## config.mk

```make
export PLATFORM = sky130hd
export DESIGN_NAME = pwm_capture
export DESIGN_NICKNAME = d
export VERILOG_FILES = /design/src/rtl/pwm_pkg.sv /design/src/rtl/pwm_capture_sync_edge_detect.sv /design/src/rtl/pwm_capture.sv
export SDC_FILE = /design/constraint.sdc
export NUM_CORES = 1
export LEC_CHECK = 0
export ABC_AREA = 1
export ABC_CLOCK_PERIOD_IN_PS = 2800
export BUFFER_PORTS_ARGS = -buffer_cell sky130_fd_sc_hd__buf_2
export CELL_PAD_IN_SITES_DETAIL_PLACEMENT = 1
export CELL_PAD_IN_SITES_GLOBAL_PLACEMENT = 2
export CORE_MARGIN = 5
export CORE_UTILIZATION = 35
export DETAILED_ROUTE_END_ITERATION = 7
export GPL_TIMING_DRIVEN = 0
export MAX_ROUTING_LAYER = met4
export PLACE_DENSITY_LB_ADDON = 0.08
export RECOVER_POWER = 50
export SLEW_MARGIN = 20
export SYNTH_ARGS = -nofsm -noshare
export SYNTH_HDL_FRONTEND = slang
export SYNTH_SLANG_ARGS = --single-unit
export TNS_END_PERCENT = 50
```

## constraint.sdc

```tcl
create_clock -name clk -period 2.8 [get_ports clk]
set_input_delay 0.56 -clock clk [delete_from_list [all_inputs] [get_ports clk]]
set_output_delay 0.56 -clock clk [all_outputs]
set_load 0.005 [all_outputs]
```

## src/rtl/pwm_pkg.sv

```systemverilog
// ---------------------------------------------------------------------------
// pwm_pkg
// Shared definitions for the PWM generator / capture family.
//   - pwm_state_e : FSM state encoding used by pwm_capture (and generators)
//   - PWM_STATE_BITS : width of the encoded state
// ---------------------------------------------------------------------------
package pwm_pkg;

    localparam int PWM_STATE_BITS = 2;

    // Encoding is fixed so that waveform tools and generators agree on values.
    typedef enum logic [PWM_STATE_BITS-1:0] {
        IDLE = 2'd0,
        HIGH = 2'd1,
        LOW  = 2'd2
    } pwm_state_e;

endpackage : pwm_pkg

```

## src/rtl/pwm_capture_sync_edge_detect.sv

```systemverilog
// ---------------------------------------------------------------------------
// sync_edge_detect
// Brings an asynchronous input into the clk domain through a SYNC_STAGES-deep
// flop chain, keeps the previous synchronized value and flags edges.
// Ports:
//   clk   in   system clock, rising edge
//   reset in   asynchronous active-high reset; chain and prev cleared to 0
//   din   in   asynchronous input
//   s     out  synchronized input (last flop of the chain)
//   rise  out  s & ~prev, one cycle wide
//   fall  out  ~s & prev, one cycle wide
// Because the chain clears to 0, an input that is high when reset releases is
// seen as a rising edge once it reaches the end of the chain.
// ---------------------------------------------------------------------------
module sync_edge_detect #(
    parameter int SYNC_STAGES = 2
) (
    input  logic clk,
    input  logic reset,
    input  logic din,
    output logic s,
    output logic rise,
    output logic fall
);

    logic [SYNC_STAGES-1:0] sync_r;
    logic                   prev_r;

    // Synchronizer chain shifts din in at bit 0; prev tracks the chain output.
    always_ff @(posedge clk or posedge reset) begin
        if (reset) begin
            sync_r <= {SYNC_STAGES{1'b0}};
            prev_r <= 1'b0;
        end else begin
            sync_r <= {sync_r[SYNC_STAGES-2:0], din};
            prev_r <= sync_r[SYNC_STAGES-1];
        end
    end

    assign s    = sync_r[SYNC_STAGES-1];
    assign rise = s & ~prev_r;
    assign fall = ~s & prev_r;

endmodule : sync_edge_detect

```

## src/rtl/pwm_capture.sv

```systemverilog
// ---------------------------------------------------------------------------
// pwm_capture
// Measures an incoming PWM waveform. For every complete PWM cycle (rise to
// next rise) it reports the high time and the period in clk cycles together
// with a one-cycle valid strobe. An input that stays high or low long enough
// to saturate the counter is flagged as stuck.
// Parameters:
//   CNT_BITS    width of the counters; max measurable value is 2^CNT_BITS-1
//   SYNC_STAGES depth of the pwm_in synchronizer (>= 2)
// Ports:
//   clk        in   system clock, rising edge
//   reset      in   asynchronous active-high reset, clears all state
//   enable     in   1 = capture running, 0 = FSM held in IDLE
//   pwm_in     in   asynchronous PWM input
//   high_time  out  high cycles of the last complete PWM cycle
//   period     out  cycles between the last two rising edges
//   meas_valid out  one-cycle strobe, high_time/period just updated
//   stuck_high out  input high for >= 2^CNT_BITS-1 cycles
//   stuck_low  out  input low (cycle not closed) for >= 2^CNT_BITS-1 cycles
// ---------------------------------------------------------------------------
module pwm_capture
    import pwm_pkg::*;
#(
    parameter int CNT_BITS    = 16,
    parameter int SYNC_STAGES = 2
) (
    input  logic                clk,
    input  logic                reset,
    input  logic                enable,
    input  logic                pwm_in,
    output logic [CNT_BITS-1:0] high_time,
    output logic [CNT_BITS-1:0] period,
    output logic                meas_valid,
    output logic                stuck_high,
    output logic                stuck_low
);

    localparam logic [CNT_BITS-1:0] CNT_MAX  = {CNT_BITS{1'b1}};
    localparam logic [CNT_BITS-1:0] CNT_ZERO = {CNT_BITS{1'b0}};
    localparam logic [CNT_BITS-1:0] CNT_ONE  = {{(CNT_BITS-1){1'b0}}, 1'b1};

    // Synchronized input and its edges
    logic s_s;
    logic rise_s;
    logic fall_s;

    // Cycle counter, restarted on every rising edge
    logic [CNT_BITS-1:0] cnt_r;
    logic                cnt_sat_s;

    // FSM
    pwm_state_e state_r;
    pwm_state_e next_state_s;

    // Captured high time of the cycle in progress
    logic [CNT_BITS-1:0] hcap_r;
    logic [CNT_BITS-1:0] hcap_s;

    // Output registers and their next values
    logic [CNT_BITS-1:0] high_time_r;
    logic [CNT_BITS-1:0] high_time_s;
    logic [CNT_BITS-1:0] period_r;
    logic [CNT_BITS-1:0] period_s;
    logic                meas_valid_r;
    logic                meas_valid_s;
    logic                stuck_high_r;
    logic                stuck_high_s;
    logic                stuck_low_r;
    logic                stuck_low_s;

    sync_edge_detect #(
        .SYNC_STAGES (SYNC_STAGES)
    ) u_sync_edge_detect (
        .clk   (clk),
        .reset (reset),
        .din   (pwm_in),
        .s     (s_s),
        .rise  (rise_s),
        .fall  (fall_s)
    );

    assign cnt_sat_s = (cnt_r == CNT_MAX);

    // Cycle counter: a rise restarts at 1 so that cnt equals the number of
    // cycles since the edge; it saturates instead of wrapping so a stalled
    // input is detectable. Disabling clears it.
    always_ff @(posedge clk or posedge reset) begin
        if (reset) begin
            cnt_r <= CNT_ZERO;
        end else if (!enable) begin
            cnt_r <= CNT_ZERO;
        end else if (rise_s) begin
            cnt_r <= CNT_ONE;
        end else if (!cnt_sat_s) begin
            cnt_r <= cnt_r + CNT_ONE;
        end else begin
            cnt_r <= cnt_r;
        end
    end

    // Next-state and next-output logic. A cycle is only reported when it was
    // both started and closed by rises seen in HIGH/LOW; saturation drops the
    // FSM to IDLE so the partial cycle is never reported.
    always_comb begin
        next_state_s = state_r;
        hcap_s       = hcap_r;
        high_time_s  = high_time_r;
        period_s     = period_r;
        meas_valid_s = 1'b0;
        stuck_high_s = stuck_high_r;
        stuck_low_s  = stuck_low_r;

        if (!enable) begin
            next_state_s = IDLE;
        end else begin
            // Any rise proves the input is toggling again.
            if (rise_s) begin
                stuck_high_s = 1'b0;
                stuck_low_s  = 1'b0;
            end else begin
                stuck_high_s = stuck_high_r;
                stuck_low_s  = stuck_low_r;
            end

            case (state_r)
                IDLE: begin
                    if (rise_s) begin
                        next_state_s = HIGH;
                    end else begin
                        next_state_s = IDLE;
                    end
                end
                HIGH: begin
                    // A fall on the saturating cycle is still a valid high
                    // time of exactly CNT_MAX, so the fall is checked first.
                    if (fall_s) begin
                        hcap_s       = cnt_r;
                        next_state_s = LOW;
                    end else if (cnt_sat_s && s_s) begin
                        stuck_high_s = 1'b1;
                        next_state_s = IDLE;
                    end else begin
                        next_state_s = HIGH;
                    end
                end
                LOW: begin
                    // A rise on the saturating cycle closes a valid period.
                    if (rise_s) begin
                        high_time_s  = hcap_r;
                        period_s     = cnt_r;
                        meas_valid_s = 1'b1;
                        next_state_s = HIGH;
                    end else if (cnt_sat_s && !s_s) begin
                        stuck_low_s  = 1'b1;
                        next_state_s = IDLE;
                    end else begin
                        next_state_s = LOW;
                    end
                end
                default: begin
                    next_state_s = IDLE;
                end
            endcase
        end
    end

    // FSM state, captured high time and output registers.
    always_ff @(posedge clk or posedge reset) begin
        if (reset) begin
            state_r      <= IDLE;
            hcap_r       <= CNT_ZERO;
            high_time_r  <= CNT_ZERO;
            period_r     <= CNT_ZERO;
            meas_valid_r <= 1'b0;
            stuck_high_r <= 1'b0;
            stuck_low_r  <= 1'b0;
        end else begin
            state_r      <= next_state_s;
            hcap_r       <= hcap_s;
            high_time_r  <= high_time_s;
            period_r     <= period_s;
            meas_valid_r <= meas_valid_s;
            stuck_high_r <= stuck_high_s;
            stuck_low_r  <= stuck_low_s;
        end
    end

    assign high_time  = high_time_r;
    assign period     = period_r;
    assign meas_valid = meas_valid_r;
    assign stuck_high = stuck_high_r;
    assign stuck_low  = stuck_low_r;

endmodule : pwm_capture

```

==> metrics.txt, run 1 <==
Placer Congestion=between 0.8 and 0.9; outcome=finished with violations; worst-margin pin slew=1.802 ns; Crit Path Class=reg -> reg; Worst Hold Endpoint=u_sync_edge_detect.sync_r[0]$_DFF_PP0_; Max-Cap Viols=1; Die Y=105.0 um; Synth Area in Adders=0.3962%; count leader, synth=nand2_1; Worst Path Arrival=2.17 ns; endpoints failing setup=0; xor/xnor share of the synthesized area=0%; min cycle time layout=about 1.9 ns; RR Endpoint=period[7]$_DFFE_PP0P_; CORE AREA=roughly 0.0088 mm2; top_reg_cell synth=dfrtp_1; Min-Delay Path Depth=1; root buf cell=clkbuf_8; via/cell ratio=around 4.7; Gates resized, CTS repair=0; Power Dens Cells=between 600 and 700 mW/mm2; number of enable flip-flop cells after synthesis=0; Tot Pwr=roughly 0.0023 W; worst hold margin=around 0.33 ns; number of vias in the routed layout=~2,500; hold_sp=pwm_in; Final Max Tran Viols=41; Area growth syn-to-layout=16.52%; Skew-Pair Late Insertion Delay=0.35 ns; LEAKAGE=1.906 nW; min-delay worst type=in -> reg; R2R setup slack=0.87 ns; Clk pin slew, worst setup/hold paths=roughly 0.08 ns; Max Clk Rate=516.9 MHz; Synth area leader=dfrtp_1; fraction of registers with async set/reset=100.0%; Post-Syn Area=about 0.0032 mm2; DP HPWL=around 6 mm; FF+latch count, synth=72; maximum vdd drop=slightly above 200 uV; clock buffer depth=2; number of buffers created by CTS=9; grt ovf=0; startpoint types=flop; post-synthesis sequential area ratio=57.05%; Synth top area share=roughly 57%; main combinational cell family by area after synthesis=simple AND/OR/NAND/NOR gates; Worst Reg2Reg Path Length in Cells=8; largest net degree at the start of global routing=between 40 and 50; die area=0.01102 mm2; fraction of layout cells with a size suffix above 1=between 10% and 20%; Initial Util=between 30% and 40%; Final ANT Viol Nets=0; failing checks=capacitance limit, slew limit; DRC=0; htree depth=3; IO buf count=38; top cells by count, synth=nand2_1 (75), dfrtp_1 (72), nor2_1 (59); Worst R2R Start=state_r[0]$_DFF_PP0_; 1st-iter DRT viols=74; Die Width=approximately 100 um; cells after synthesis=365; final setup skew=between 0.01 and 0.015 ns; final worst-path setup slack=around 0.87 ns; clock sinks=between 70 and 80; RSZ-0062 raised after global routing=no; Post-Route WL=around 7.9 mm; # nets final=420; GRT Util Overall=16.19%; dpl ws=1.102 ns; top area cells in the synthesized netlist=dfrtp_1 (57%), nand2_1 (8.9%), nor2_1 (7.0%), inv_1 (5.6%), a21oi_1 (4.8%); Site Rows=34; Hold-fix buffers, CTS=0; # IOs=39; WL/cell=roughly 15 um; Syn Area/Cell=about 8.7 um2; simple-gate share of the synthesized area=between 20% and 30%; CP max FO=10; first-pass GRT wire length=13.89 mm; vias in the first global route=about 2,700; Hold Fails Final Rpt=0; yosys warns=0; post-synthesis mux area share=0%; Synth Net Count=370; WP data required=3.03 ns; Unique masters post-synth=23; CTS tree=built; ant diodes=0; Rel. slew slack=-20.77%; Compound-Gate Fraction of Synth Area=about a tenth; Detailed Routing Iterations Pass 1=4; initial antenna violation count=0; CP Capture Type=flop; Setup Buffers After CTS=0; ratio of final minimum period to clock period=69.09%
## cell families (layout without fill, tap and decap cells)
| logic type | Yosys count | after routing |
|---|---|---|
| and+or+nand+nor | 172 | 172 |
| adders and majority gates | 1 | 1 |
| AOI/OAI and AO/OA | 60 | 60 |
| DFF | 72 | 72 |
| buffers and inverters | 60 | 114 |
## cells in the final DEF, fill, tap and decap left out
master       n
nand2_2      3
ha_1         1
nand2_4      1
nor2_8       1
nand3_1     19
nor2_2       4
nor2_1      60
nor2_4       3
nand4_1      1
clkbuf_2     1
inv_2        4
buf_6        2
a31oi_1      1
clkbuf_8    13
nand2_1     76
buf_4        2
dfrtp_1     72
o21ai_0     24
buf_2       39
buf_12       1
clkbuf_1     3
clkinvlp_2   1
clkinvlp_4   1
nand3_4      2
o21ai_1      5
clkinv_2     1
nand3_2      2
a21oi_1     30
inv_1       46
## routing by layer
layer	GRT usage [%]	up-vias	wire length [um]
li1	-	1240	-
met1	21.26	1217	3834
met2	25.13	27	3682
met3	3.884	8	249
met4	4.384	0	102
met5	-	-	0
## per-stage QoR
step / utilization, % / area, um2 / cells / setup TNS, ns
floorplan: - / 3158 / 365 / 0
global placement: 39.75 / 3483 / 511 / -39.25
detailed placement: 40.01 / 3506 / 512 / 0
CTS: 42.19 / 3697 / 527 / 0
global route: 41.99 / 3680 / 527 / 0
finish: 41.99 / 3680 / 527 / 0
## worst max-delay path by stage
stage                               from                     to  slack [ns]  cells after the start
detailed placement                enable  cnt_r[13]$_DFFE_PP0P_        1.10                      7
global placement                   reset  cnt_r[15]$_DFFE_PP0P_       -0.55                      2
global route        state_r[0]$_DFF_PP0_  period[7]$_DFFE_PP0P_        0.66                      8
finish              state_r[0]$_DFF_PP0_  period[7]$_DFFE_PP0P_        0.87                      8
floorplan                          reset   cnt_r[0]$_DFFE_PP0P_        0.42                      1
CTS                 cnt_r[0]$_DFFE_PP0P_   state_r[1]$_DFF_PP0_        1.18                      8
## registers in the layout (all words and copies together), names as in the netlist
signal / flops
period: 16
meas_valid: 1
u_sync_edge_detect.sync_r: 2
hcap_r: 16
state_r: 2
cnt_r: 16
stuck_high: 1
high_time: 16
stuck_low: 1
u_sync_edge_detect.prev_r: 1
## layout make-up
| cell class | instances | area, um2 |
|---|---|---|
| Buffer | 9 | 60.06 |
| Clock buffer | 13 | 178.9 |
| Clock inverter | 2 | 12.51 |
| Fill cell | 1081 | 5084 |
| Inverter | 51 | 192.7 |
| Multi-Input combinational cell | 233 | 1090 |
| Sequential cell | 72 | 1802 |
| Tap cell | 108 | 135.1 |
| Timing Repair Buffer | 39 | 209.0 |
## critical path, cell delays in order, from the launching register on
cell and delay (ns):
dfrtp_1 0.38, inv_1 0.07, nand2_1 0.05, inv_1 0.06, nand2_1 0.19, nor2_1 0.26
clkbuf_1 0.48, buf_6 0.24, a21oi_1 0.09
## where the power goes
| part | leakage [nW] | total, W | internal [W] | switching, W |
|---|---|---|---|---|
| clock | 0.0975 | 0.000784 | 0.000412 | 0.000372 |
| combinational | 0.854 | 0.000255 | 0.000105 | 0.000149 |
| sequential | 0.954 | 0.00122 | 0.00117 | 0.0000512 |
Power figures use the tool's default switching activity.
==> inputs of run 2 (changes only) <==
ABC_CLOCK_PERIOD_IN_PS = 1950   (was 2800)
clock period = 1.95 ns   (was 2.8 ns; I/O delays follow)
==> run 2 against run 1 <==
  * The run now ends clean
  * First-iteration DRC count is 16% lower
  * Final area grew 2.4%
  * Setup slack got worse by 0.50 ns
  * Combinational power increased by 46%
  * Power grew 58%
  * Clock power rose by 84%
  * Flip-flop and latch count unchanged
  * Routed wire length decreased by 0.57%
  * Non-clock buffer count increased by 2
  * Highest routed layer unchanged
==> metrics.txt, run 2 (synthesis results as in run 1) <==
part of the power in combinational logic=a little over a tenth; IO buf count=38; CP Capture Type=flop; Hold-fix buffers, CTS=1; LEAKAGE=1.920 nW; WP data required=around 2.2 ns; Clk pwr share=40.5%; Int Pwr=0.002713 W; Gates resized, CTS repair=0; total area of sequential cells=around 0.0018 mm2; ratio of final minimum period to clock period=between 80% and 90%; root buf cell=clkbuf_8; net switching power=~0.00085 W; Detailed Routing Iterations Pass 1=4; Setup Buffers After CTS=0; Placer Congestion=around 0.83; endpoints failing setup=0; number of vias in the routed layout=~2,500; most frequent cells in the layout=nand2_1 (75), dfrtp_1 (72), nor2_1 (59); Final ANT Viol Nets=0; die area=~0.011 mm2; # nets final=about 420; worst-margin pin slew=roughly 0.65 ns; sequential power share=49.1%; Die Y=roughly 100 um; Crit Path Class=reg -> reg; DRC=0; clock buffer depth=2; DP HPWL=5.895 mm; worst hold margin=0.1596 ns; initial antenna violation count=0; sw frac=23.80%; Power Dens Cells=around 940 mW/mm2; via/cell ratio=~4.7; number of buffers created by CTS=9; grt ovf=0; Max Clk Rate=between 600 and 700 MHz; Rel. slew slack=around 56%; fillers=roughly 1,100; Clk pin slew, worst setup/hold paths=about 0.08 ns; fraction of layout cells with a size suffix above 1=between 10% and 20%; Worst Reg2Reg Path Length in Cells=8; Max-Cap Viols=0; final setup skew=around 0.011 ns; Post-Route WL=roughly 7.8 mm; largest net degree at the start of global routing=33; 1st-iter DRT viols=62; CORE AREA=roughly 0.0088 mm2; RSZ-0062 raised after global routing=no; GRT Util Overall=16.19%; CTS tree=built; multi-input logic area=about 0.0011 mm2; min-delay worst type=in -> reg; CP max FO=6; WL/cell=~15 um; # IOs=39; Worst Path Arrival=about 1.8 ns; startpoint types=flop; vias in the first global route=about 2,800; clock sinks=72; ant diodes=0; Initial Util=between 30% and 40%; most common cell after layout, fill and taps aside=nand2_1; Min-Delay Path Depth=1; maximum vdd drop=321.2 uV; Die Width=105.0 um; Setup TNS=0 ns; Hold Fails Final Rpt=0; htree depth=3; Skew-Pair Late Insertion Delay=0.34 ns; min cycle time layout=approximately 1.6 ns; Area growth syn-to-layout=19.29%; first-pass GRT wire length=14.04 mm; outcome=finished clean; Final Max Tran Viols=0; Site Rows=34
## run 2: metrics by stage
stage / area, um2 / power [W] / setup slack, ns / util (%) / cells
4_1_cts: 3782 / 0.003629 / 0.3202 / 43.16 / 530
3_3_place_gp: 3487 / 0.002135 / 0.1967 / 39.79 / 511
5_1_grt: 3767 / 0.003769 / 0.1669 / 42.99 / 530
3_5_place_dp: 3527 / 0.002167 / 0.3355 / 40.25 / 513
6_report: 3767 / 0.003560 / 0.3614 / 42.99 / 530
2_1_floorplan: 3162 / 0.001992 / 0.6510 / - / 365
## run 2: final timing paths
check                                                  startpoint                                endpoint  slack, ns
setup / recovery                             cnt_r[0]$_DFFE_PP0P_                    state_r[1]$_DFF_PP0_       0.36
hold / removal                                             pwm_in  u_sync_edge_detect.sync_r[0]$_DFF_PP0_       0.16
setup reg to reg                             cnt_r[0]$_DFFE_PP0P_                    state_r[1]$_DFF_PP0_       0.36
hold reg to reg            u_sync_edge_detect.sync_r[0]$_DFF_PP0_  u_sync_edge_detect.sync_r[1]$_DFF_PP0_       0.36
max in group asynchronous                                   reset                  period[11]$_DFFE_PP0P_       0.54
min in group asynchronous                                   reset                high_time[5]$_DFFE_PP0P_       0.63
## run 2: layout make-up
class / instances / share of cell area (%)
inverter: 51 / 5.115
multi-input combinational: 233 / 29.19
tap: 108 / 3.587
clock inverter: 5 / 2.757
sequential: 72 / 47.82
buffer: 9 / 1.694
timing repair buffer: 41 / 6.078
clock buffer: 11 / 3.753
## run 2: critical path, cell delays in order, from the launching register on
cell and delay [ns]:
dfrtp_1 0.49, ha_1 0.29, nand3_4 0.14, inv_2 0.11, nand2_1 0.05, nor2_1 0.16
nand2_1 0.10, nand3_1 0.08, nand2_1 0.06
## run 2: power groups by stage
stage | Combinational (W) | Clock (W) | Sequential [W]
global route | 0.000441 | 0.00155 | 0.00177
global placement | 0.000364 | 0 | 0.00177
CTS | 0.000392 | 0.00149 | 0.00175
detailed placement | 0.000387 | 0 | 0.00178
finish | 0.000373 | 0.00144 | 0.00175
floorplan | 0.000213 | 0 | 0.00178
## run 2: layer usage
layer  wire length [um]  global-route usage [%]
met1               3749                   20.87
met2               3797                   26.26
met3                241                   3.329
met4                 36                   3.836
met5                  0                       -
